$ cat src/rtl/lsu_ctrl.sv
// Load/store unit controller: one request at a time over a req/gnt/rvalid data port.
// Misaligned accesses become two word-aligned transactions whose read data is merged and extended.
module lsu_ctrl #(
    parameter int ADDR_WIDTH = 32
) (
    input  logic                  clk_i,
    input  logic                  rst_ni,
    input  logic                  lsu_req_i,
    output logic                  lsu_ready_o,
    input  logic                  lsu_we_i,
    input  logic [1:0]            lsu_type_i,
    input  logic [1:0]            lsu_ext_i,
    input  logic [ADDR_WIDTH-1:0] lsu_addr_i,
    input  logic [31:0]           lsu_wdata_i,
    output logic                  lsu_rvalid_o,
    output logic [31:0]           lsu_rdata_o,
    output logic                  lsu_busy_o,
    output logic                  data_req_o,
    input  logic                  data_gnt_i,
    output logic [ADDR_WIDTH-1:0] data_addr_o,
    output logic                  data_we_o,
    output logic [3:0]            data_be_o,
    output logic [31:0]           data_wdata_o,
    input  logic                  data_rvalid_i,
    input  logic [31:0]           data_rdata_i
);

    typedef enum logic [2:0] {
        IDLE  = 3'd0,
        GNT1  = 3'd1,
        RVAL1 = 3'd2,
        GNT2  = 3'd3,
        RVAL2 = 3'd4
    } state_e;

    function automatic logic [31:0] rotr32(input logic [31:0] d, input logic [1:0] o);
        logic [63:0] dd;
        dd = {d, d} >> {o, 3'b000};
        return dd[31:0];
    endfunction

    function automatic logic [31:0] rotl32(input logic [31:0] d, input logic [1:0] o);
        logic [63:0] dd;
        dd = {d, d} << {o, 3'b000};
        return dd[63:32];
    endfunction

    state_e                 state_r, state_s;
    logic                   we_r;
    logic [1:0]             type_r;
    logic [1:0]             ext_r;
    logic [ADDR_WIDTH-1:0]  addr_r;
    logic [31:0]            wdata_r;
    logic [31:0]            hold_r;
    logic                   split_r;

    logic                   accept_s;
    logic                   split_in_s;
    logic                   finish_s;
    logic                   req_phase_s;
    logic [1:0]             off_s;
    logic [3:0]             be_first_s;
    logic [3:0]             be_second_s;
    logic [31:0]            rot_new_s;
    logic [31:0]            rot_hold_s;
    logic [31:0]            merged_s;
    logic [31:0]            ext_data_s;
    logic [ADDR_WIDTH-1:0]  aligned_s;

    assign off_s       = addr_r[1:0];
    assign accept_s    = lsu_req_i & (state_r == IDLE);
    assign split_in_s  = ((lsu_type_i == 2'b00) & (lsu_addr_i[1:0] != 2'b00)) |
                         ((lsu_type_i == 2'b01) & (lsu_addr_i[1:0] == 2'b11));
    assign req_phase_s = (state_r == GNT1) | (state_r == GNT2);
    assign finish_s    = data_rvalid_i &
                         (((state_r == RVAL1) & ~split_r) | (state_r == RVAL2));
    assign aligned_s   = {addr_r[ADDR_WIDTH-1:2], 2'b00};

    // State register; reset aborts any access in flight.
    always_ff @(posedge clk_i or negedge rst_ni) begin
        if (!rst_ni) begin
            state_r <= IDLE;
        end else begin
            state_r <= state_s;
        end
    end

    // Request attributes captured at accept; hold word captured after the first split response.
    always_ff @(posedge clk_i or negedge rst_ni) begin
        if (!rst_ni) begin
            we_r    <= 1'b0;
            type_r  <= 2'b00;
            ext_r   <= 2'b00;
            addr_r  <= '0;
            wdata_r <= 32'h0000_0000;
            split_r <= 1'b0;
            hold_r  <= 32'h0000_0000;
        end else begin
            if (accept_s) begin
                we_r    <= lsu_we_i;
                type_r  <= lsu_type_i;
                ext_r   <= lsu_ext_i;
                addr_r  <= lsu_addr_i;
                wdata_r <= lsu_wdata_i;
                split_r <= split_in_s;
            end
            if ((state_r == RVAL1) && data_rvalid_i && split_r) begin
                hold_r <= data_rdata_i;
            end
        end
    end

    // Next-state logic; responses outside the RVAL states are ignored.
    always_comb begin
        state_s = state_r;
        case (state_r)
            IDLE: begin
                if (lsu_req_i) state_s = GNT1;
                else           state_s = IDLE;
            end
            GNT1: begin
                if (data_gnt_i) state_s = RVAL1;
                else            state_s = GNT1;
            end
            RVAL1: begin
                if (data_rvalid_i) state_s = split_r ? GNT2 : IDLE;
                else               state_s = RVAL1;
            end
            GNT2: begin
                if (data_gnt_i) state_s = RVAL2;
                else            state_s = GNT2;
            end
            RVAL2: begin
                if (data_rvalid_i) state_s = IDLE;
                else               state_s = RVAL2;
            end
            default: state_s = IDLE;
        endcase
    end

    // Byte enables for the first and second halves of an access.
    always_comb begin
        be_first_s  = 4'b0000;
        be_second_s = 4'b0000;
        case (type_r)
            2'b00: begin
                be_first_s  = 4'b1111 << off_s;
                be_second_s = 4'b1111 >> (3'd4 - {1'b0, off_s});
            end
            2'b01: begin
                if (off_s == 2'b11) begin
                    be_first_s  = 4'b1000;
                    be_second_s = 4'b0001;
                end else begin
                    be_first_s  = 4'b0011 << off_s;
                    be_second_s = 4'b0000;
                end
            end
            default: begin
                be_first_s  = 4'b0001 << off_s;
                be_second_s = 4'b0000;
            end
        endcase
    end

    // Merge the two response words (low bytes from the first) then extend.
    always_comb begin
        rot_new_s  = rotr32(data_rdata_i, off_s);
        rot_hold_s = rotr32(hold_r, off_s);
        merged_s   = rot_new_s;
        for (int i = 0; i < 4; i++) begin
            if (split_r && (i < (4 - int'(off_s)))) begin
                merged_s[8*i +: 8] = rot_hold_s[8*i +: 8];
            end else begin
                merged_s[8*i +: 8] = rot_new_s[8*i +: 8];
            end
        end
        case (type_r)
            2'b00:   ext_data_s = merged_s;
            2'b01:   ext_data_s = {{16{ext_r[0] & merged_s[15]}}, merged_s[15:0]};
            default: ext_data_s = {{24{ext_r[0] & merged_s[7]}}, merged_s[7:0]};
        endcase
    end

    // Memory-side and EX-side outputs, zero whenever the matching phase is inactive.
    always_comb begin
        lsu_ready_o  = (state_r == IDLE);
        lsu_busy_o   = (state_r != IDLE);
        lsu_rvalid_o = finish_s;
        data_req_o   = req_phase_s;
        data_we_o    = req_phase_s & we_r;
        if (finish_s && !we_r) begin
            lsu_rdata_o = ext_data_s;
        end else begin
            lsu_rdata_o = 32'h0000_0000;
        end
        if (req_phase_s) begin
            data_wdata_o = rotl32(wdata_r, off_s);
        end else begin
            data_wdata_o = 32'h0000_0000;
        end
        if (state_r == GNT1) begin
            data_addr_o = aligned_s;
            data_be_o   = be_first_s;
        end else if (state_r == GNT2) begin
            data_addr_o = aligned_s + {{(ADDR_WIDTH-3){1'b0}}, 3'b100};
            data_be_o   = be_second_s;
        end else begin
            data_addr_o = '0;
            data_be_o   = 4'b0000;
        end
    end

endmodule

$ cat config.mk
export PLATFORM = sky130hd
export DESIGN_NAME = lsu_ctrl
export DESIGN_NICKNAME = d
export VERILOG_FILES = /design/src/rtl/lsu_ctrl.sv
export SDC_FILE = /design/constraint.sdc
export NUM_CORES = 1
export LEC_CHECK = 0
export ABC_AREA = 1
export CAP_MARGIN = 20
export CORE_MARGIN = 2
export CORE_UTILIZATION = 50
export CTS_CLUSTER_SIZE = 14
export DETAILED_ROUTE_END_ITERATION = 8
export PLACE_DENSITY_LB_ADDON = 0.12
export SETUP_SLACK_MARGIN = 0.3
export SLEW_MARGIN = 20
export SYNTH_ARGS = -nofsm -noshare
export SYNTH_HDL_FRONTEND = slang
export SYNTH_SLANG_ARGS = --single-unit
$ cat constraint.sdc
create_clock -name clk_i -period 4.3 [get_ports clk_i]
set_clock_uncertainty 0.2 [all_clocks]
set_input_delay 1.29 -clock clk_i [delete_from_list [all_inputs] [get_ports clk_i]]
set_output_delay 1.29 -clock clk_i [all_outputs]
set_load 0.02 [all_outputs]
* Yosys cells after proc, flatten, opt, wreduce, memory -nomap -nowiden *
Cells that the tools add are included.

storage, ports and cells
  bits in registers = 104
  bits in latches = 0
  memory bits (writable) = 0
  ROM bits = 0
  output and inout bits = 105
  word-level logic and storage cells = 77
  memories = 0

operators by class
  add/subtract/negate cells = 3
  $mul = 0
  div/mod/pow operators = 0
  order comparisons = 4
  equality and inequality tests = 8
  shift operators = 7
  mux-type cells = 22
  bitwise operators = 12
  reduce and logical (&&, ||, !) cells = 13

operators by type and width
  kind                   count
  $mux 32                4
  $shr 64x5->32          2
  $pmux 32 s2            1
  $shl 64x5->64          1
  $add 32x3->32 const B  1
  $mux 8                 4
  $pmux 4 s2             2
  $pmux 3 s5             1
  $mux 4                 3
  $and 1x1->1            8
  $lt 3x4->1 const A     2
  $logic_and 1x1->1      7
  $eq 3x2->1 const B     2
  $mux 2                 3
  $mux 3                 2
  $eq 2x1->1 const B     2
  $eq 2x2->1 const B     2
  $logic_not 2->1        2
  $lt 1x4->1 const A     1
  $lt 2x4->1 const A     1
  $shl 1x2->4 const A    1
  $shl 2x2->4 const A    1
  $shl 4x2->4 const A    1
  $shr 4x3->4 const A    1
  other kinds (11)       14

* Depth between registers and ports, before layout *
Gate-level depths: netlist of the first run.

  word-level depth = 7
  mapped depth = 14

* Worst setup path before layout of the first run *
No wires, ideal clock.

  kind = reg2out
  start = reg addr_r[1]
  end = out lsu_rdata_o[11]
  arrival = 2.560 ns
  required time = 2.810 ns
  slack = 0.250 ns
  cell stages (with the launch flop) = 14
  cells stage by stage = dfrtp_1 > inv_2 > clkbuf_1 > clkbuf_1 > ha_1 > inv_1 > o21ai_1 > nand3_1 > nand2_1 > nand2_1 > nand2_2 > nand2_4 > buf_6 > nor2_1

on the way
  cells in the longest elaborated chain, start to end = 7

ends and longest elaborated chain
  what                    RTL line  RTL
  start, declared         52        logic [ADDR_WIDTH-1:0] addr_r;
  start signal, assigned  103       addr_r <= lsu_addr_i;
  $sub 3x2->4             172       if (split_r && (i < (4 - int'(off_s)))) begin
  $lt 1x4->1              172
  $logic_and 1x1->1       172
  $mux 8                  172
  $and 1x1->1             181       default: ext_data_s = {{24{ext_r[0] & merged_s[7]}}, merged_s[7:0]};
  $pmux 32 s2 *           178       case (type_r)
  $mux 32 *               192       if (finish_s && !we_r) begin
  end, declared           16        output logic [31:0] lsu_rdata_o,

Every way passes the cells marked *; elsewhere a longest branch is shown, timed or not.

* Final worst setup path of the first run *
  start = reg state_r[2]
  end = out data_wdata_o[1]

on the way
  cells in the longest elaborated chain, start to end = 3

ends and longest elaborated chain
  what                                      RTL line  RTL
  start, declared                           48        state_e state_r, state_s;
  start signal, assigned                    84        state_r <= state_s;
  $eq 3x1->1 or $eq 3x2->1 (tied branches)  74        assign req_phase_s = (state_r == GNT1) | (state_r == GNT2);
  $or 1x1->1 *                              74
  $mux 32 *                                 197       if (req_phase_s) begin
  end, declared                             23        output logic [31:0] data_wdata_o,

Marks and branches as above.

==> results of run 1 <==
[synthesized netlist by cell type (all sizes together), types with 5 or more instances]
library cell	number	area, um2
a31oi	8	50.1
clkbuf	23	86.3
dfrtp	104	2600
buf	50	333
o21ai	161	817
nand3	144	721
nand2	442	1680
o211ai	8	60.1
nor2	167	649
mux2	18	244
ha	5	62.6
inv	89	334
nor3	7	51.3
a21oi	23	115
o21bai	7	52.6
[power by group]
group | switching (W) | internal (W)
Sequential | 0.000468 | 0.00144
Combinational | 0.00325 | 0.00210
Clock | 0.000381 | 0.000485
[worst max path at each step]
| stage | slack (ns) | from | end | cells past startpoint |
|---|---|---|---|---|
| 6_report | 0.29 | state_r[2] | data_wdata_o[1] | 7 |
| 5_1_grt | 0.17 | state_r[2] | data_addr_o[9] | 6 |
| 4_1_cts | 0.19 | data_rdata_i[6] | lsu_rdata_o[22] | 10 |
| 3_5_place_dp | -0.43 | data_rdata_i[7] | lsu_rdata_o[25] | 11 |
| 2_1_floorplan | 0.37 | addr_r[1] | lsu_rdata_o[11] | 13 |
| 3_3_place_gp | -0.41 | data_rdata_i[4] | lsu_rdata_o[4] | 7 |
[cell families after synthesis]
logic type               count (synthesis)  synth area share
XOR/XNOR                                 6           0.00655
AO/OA/AOI/OAI                          220             0.149
flip-flops                             104             0.324
AND/OR/NAND/NOR                        762             0.388
multiplexers                            18            0.0304
buffers and inverters                  163            0.0943
adder cells (fa/ha/maj)                  5           0.00779
other                                    1          0.000467
[flip-flops by register name (all words and copies together), names as in the netlist]
| signal | flops |
|---|---|
| ext_r | 1 |
| state_r | 3 |
| wdata_r | 32 |
| we_r | 1 |
| hold_r | 32 |
| addr_r | 32 |
| split_r | 1 |
| type_r | 2 |
[cell usage in the layout, fill, tap and decap left out, types with 11 or more instances in the layout]
master,netlist,final
a21oi_1,23,18
nor2_1,160,140
mux2_4,11,11
clkdlybuf4s50_1,0,133
nand3_1,144,138
nand2_1,436,429
inv_2,7,16
nor2_2,6,22
dfrtp_1,104,101
inv_1,82,70
o21ai_0,158,142
buf_2,23,13
o21ai_2,0,12
dlymetal6s2s_1,0,26
buf_4,12,58
[routing by layer]
layer / part of all wire / track usage / wire, um
met1: 0.42 / 0.427 / 11300
met4: 0.028 / 0.105 / 743
met2: 0.46 / 0.495 / 12500
met3: 0.089 / 0.0558 / 2390
met5: 0.00048 / 0 / 13
[area by class of cell]
cell class | instances | area, um2 | area share
Tap cell | 216 | 270 | 0.0246
Clock inverter | 4 | 52.6 | 0.00478
Clock buffer | 12 | 256 | 0.0233
Multi-Input combinational cell | 1014 | 4940 | 0.449
Inverter | 90 | 347 | 0.0315
Timing Repair Buffer | 258 | 2530 | 0.230
Sequential cell | 104 | 2610 | 0.237
[critical path, delay by kind of cell (launching register included)]
family	cells	cell delay, ns
and+or+nand+nor	2	0.28
buffers and inverters	4	1.34
DFF	1	0.43
AOI/OAI and AO/OA	1	0.10
[timing repair]
item / 4_1_cts / 5_1_grt
setup endpoints to repair: 59 / 96
cloned: 1 / 1
setup buffers: 9 / 2
resized for setup: 221 / 90
pin swaps: 12 / 23
[stage by stage]
step                hold slack [ns]  worst slack [ns]
floorplan                     0.264             0.374
global placement              0.278            -0.410
detailed placement            0.281            -0.426
CTS                           0.298             0.190
global route                  0.324             0.174
finish                        0.292             0.292
==> flow_summary.ini, run 1 <==
[critical_path]
reg2reg_slack_ns = 2.07
path_common_cell = inv_1
worstPathCellList = inv_1 -> nand2_1 -> inv_1 -> buf_12 -> o21ai_0 -> nor2_1 -> clkdlybuf4s50_1
r2r-end = hold_r[29]
reg2regPathDepth = 5
cp.arrival_ns = 2.52
cp_max_fo = 36
reg2reg_from = state_r[1]
crit_required_ns = 2.81
worstSetupPathType = reg -> out
critPathMaxStageDelay_ns = 0.63
startpoint_type = flip-flop
end_kind = output pin
slowest_stage = clkdlybuf4s50_1

[clocking]
clk_pin_slew_ns = 0.07
clock_path_buffers = 2
cts.htree.levels = 3
cts_buffers = 9
cts.sinks = 104
clk_latency_ns = 0.35
cts-root-buf = clkbuf_16
cts_tree = built
holdBufCountCts = 0

[placed_design]
place_inst = 1669
placed_cell_area_um2 = 10300
port_buffers = 207
hpwlAfterDp_um = 18400
place.gp.congestion = 0.929

[run_status]
status = completed

[route]
drc = 0
routed_wl_um = 27000
wire_per_inst_um = 15.9
drtIter0Drc = 1016
vias_per_cell = 5.53
drt_pass1_iterations = 6
ant_nets = 0
dr_total_vias = 9382

[sta]
tns_ns = 0
setup_violations = 0
slew_violations = 0
max-slew-margin-rel = 0.458
hold_viol = 0
rsz0062_at_grt = yes
finalCritPeriodShare = 0.932
max_freq_mhz = 249
final.min_clock_period_ns = 4.01
worstMarginPinSlew_ns = 0.810

[yosys]
synth_seq_cells = 104
syn_area_um2 = 8030
seq_area_frac_synth = 0.324
synth_edf_count = 0
synth.lib_cells_used.distinct = 41
synthCells = 1279
synthFlopType = dfrtp_1
avgSynthCellArea_um2 = 6.28
async_flop_share = 1.00
yosys_warnings = 0

[floorplan]
fp.dieW_um = 131
ios = 211
die_y_um = 131
start_util = 0.509
rows = 46
dieArea_um2 = 17100
core_um2 = 15800

[final_layout]
layout.cells.non_filler = 1698
nNetsFinal = 1588
area_delta_synth_final_pct = 37.0
final_area_um2 = 11000
fill_cells = 1369
final_util = 0.698
layout-drive-gt1-share = 0.146
n_antenna_cell = 0

[global_route]
grt_pass1_wl_um = 41500
grt_usage = 0.310
antenna_found_initial = 1
first_global_vias = 8282
grt_max_degree = 93
overflow = 0

[power_and_ir_drop]
fin_total_pwr_w = 0.00813
peakVddDrop_mv = 0.436
p_per_area_nw_per_um2 = 739
p_leak_nw = 5.36

[min_path]
holdPathStages = 2
hp-start = wdata_r[12]
holdPathEnd = wdata_r[12]
hold_class = reg -> reg

[run]
drv_cap = 0
No activity file was read; power rests on OpenSTA's default activity.
==> run 2, diff against run 1 <==
- CTS_CLUSTER_SIZE: 14 -> 30
- PLACE_DENSITY: not set -> 0.82
- PLACE_DENSITY_LB_ADDON: 0.12 -> not set
- SLEW_MARGIN: 20 -> 25
==> run 2 against run 1 <==
Net effect:
- global-route usage decreased by 0.16 points
- register-to-register slack worse by 0.23 ns
- sequential share of layout area is 0.40 points lower
- power grew 1.2%
- via count is 1.3% higher
==> flow_summary.ini, run 2 (synthesis gave the netlist of run 1 again) <==
[run]
drv_cap = 0

[power_and_ir_drop]
p_switching_w = 0.00426
p_seq_frac = 0.233
peakVddDrop_mv = 0.453
fin_total_pwr_w = 0.00823
p_per_area_nw_per_um2 = 735
internal-power_w = 0.00397
switching_share = 0.517
p_leak_nw = 5.40
power.share.combinational = 0.662
clkPwrFrac = 0.105

[final_layout]
final_common_cell = nand2_1
area_delta_synth_final_pct = 39.4
nNetsFinal = 1591
layout-drive-gt1-share = 0.156
mostFrequentLayoutCells = nand2_1 (426), o21ai_0 (139), nand3_1 (136), clkdlybuf4s50_1 (126), nor2_1 (123)
fill_cells = 1369
largestRegisters = addr_r: 32 flops, hold_r: 32 flops, wdata_r: 32 flops
final_util = 0.710

[placed_design]
hpwlAfterDp_um = 18300
place.gp.congestion = 0.926
port_buffers = 207
place_ws_ns = -0.483

[critical_path]
worstPathCellList = clkdlybuf4s15_2 -> nand2_2 -> nand3_1 -> nand3_1 -> nand2_2 -> nand2_2 -> nand2_4 -> buf_8 -> nor2_1 -> nor2_4 -> buf_6
cp_top_family = simple AND/OR/NAND/NOR gates
startpoint_type = input port
critPathBufInv = 3
cp_max_fo = 7
worstSetupPathType = in -> out
end_kind = output pin
r2r-end = addr_r[17]
path_depth = 11
cp.arrival_ns = 2.55
endpoint = lsu_rdata_o[28]
crit_required_ns = 2.81
critPathMaxStageDelay_ns = 0.23
reg2reg_from = state_r[1]
path_common_cell = nand2_2
slowest_stage = clkdlybuf4s15_2
reg2regPathDepth = 6
reg2reg_slack_ns = 1.84
cp-startpoint = data_rdata_i[15]

[route]
wire_per_inst_um = 16.0
drc = 0
routed_wl_um = 27300
dr_total_vias = 9505
drtIter0Drc = 1036
ant_nets = 0
vias_per_cell = 5.58
drt_pass1_iterations = 6

[floorplan]
die_y_um = 131
rows = 46
ios = 211
dieArea_um2 = 17100
core_um2 = 15800
start_util = 0.509
fp.dieW_um = 131

[global_route]
grt_usage = 0.308
overflow = 0
first_global_vias = 8654
gr-usage-met3 = 0.0525
grt_pass1_wl_um = 41700
met2_usage = 0.505
gr-usage-met1 = 0.406
grt_max_degree = 83
grt-busiest-layer = met2
antenna_found_initial = 2

[min_path]
holdPathStages = 2
hold_class = reg -> reg
hp-start = wdata_r[12]

[sta]
finalWorstSetupSlack_ns = 0.256
max_freq_mhz = 247
whs_ns = 0.306
hold_viol = 0
slew_violations = 0
final.min_clock_period_ns = 4.04
max-slew-margin-rel = 0.461
setup_violations = 0
finalCritPeriodShare = 0.941
worstMarginPinSlew_ns = 0.805
rsz0062_at_grt = yes

[clocking]
clock_path_buffers = 2
cts_buffers = 9
cts.sinks = 104
clk_pin_slew_ns = 0.08
clk_latency_ns = 0.36
cts_tree = built
holdBufCountCts = 0
cts-root-buf = clkbuf_16
cts.htree.levels = 3

[run_status]
status = completed
## run 2: worst min path at each step
stage | to
CTS | wdata_r[12]
global route | wdata_r[12]
detailed placement | wdata_r[12]
finish | wdata_r[12]
global placement | wdata_r[23]
floorplan | wdata_r[30]
## run 2: tightest hold or removal path: cells and delay by family (launching register included)
family	cells	cell delay, ns
AND/OR/NAND/NOR	2	0.11
flip-flops	1	0.36
## run 2: final cells by class
cell class	instances	area, um2	share of cell area
multi-input cells	1016	5110	0.457
flip-flops and latches	104	2610	0.233
repair buffers	259	2550	0.228
inverters	90	347	0.0310
well taps	216	270	0.0242
clock buffers	10	229	0.0205
clock inverters	6	72.6	0.00649
diodes	1	2.50	0.000224
## run 2: per-layer routing
metal | part of all wire | wire length (um) | vias up
li1 | - | - | 4553
met1 | 0.41 | 11100 | 4356
met2 | 0.48 | 13000 | 503
met3 | 0.082 | 2230 | 91
met4 | 0.034 | 918 | 2
met5 | 0.00044 | 12 | -
## run 2: repair_timing
item | in CTS | in global routing
gates cloned | 3 | 1
setup buffers | 1 | 9
endpoints found under the setup margin | 60 | 78
pin swaps | 25 | 24
resized for setup | 249 | 131
## run 2: per-stage QoR
stage / std cells / TNS (ns) / area [um2]
after floorplan: 1280 / 0 / 8030
after global placement: 1671 / -13.40 / 10300
after global routing: 1702 / 0 / 11200
after CTS: 1691 / 0 / 10700
final: 1702 / 0 / 11200
after detailed placement: 1671 / -13.66 / 10300
## run 2: power groups by stage
stage / clock [W] / combinational (W) / sequential (W)
after floorplan: 0 / 0.00333 / 0.00175
after global placement: 0 / 0.00476 / 0.00189
after detailed placement: 0 / 0.00485 / 0.00189
after CTS: 0.000879 / 0.00499 / 0.00189
after global routing: 0.000916 / 0.00593 / 0.00197
final: 0.000863 / 0.00545 / 0.00192
==> run 3, diff against run 2 <==
- HOLD_SLACK_MARGIN: not set -> 0.06
==> results of run 3 <==
Final layout, timing and power as in run 2 (identical DEF).
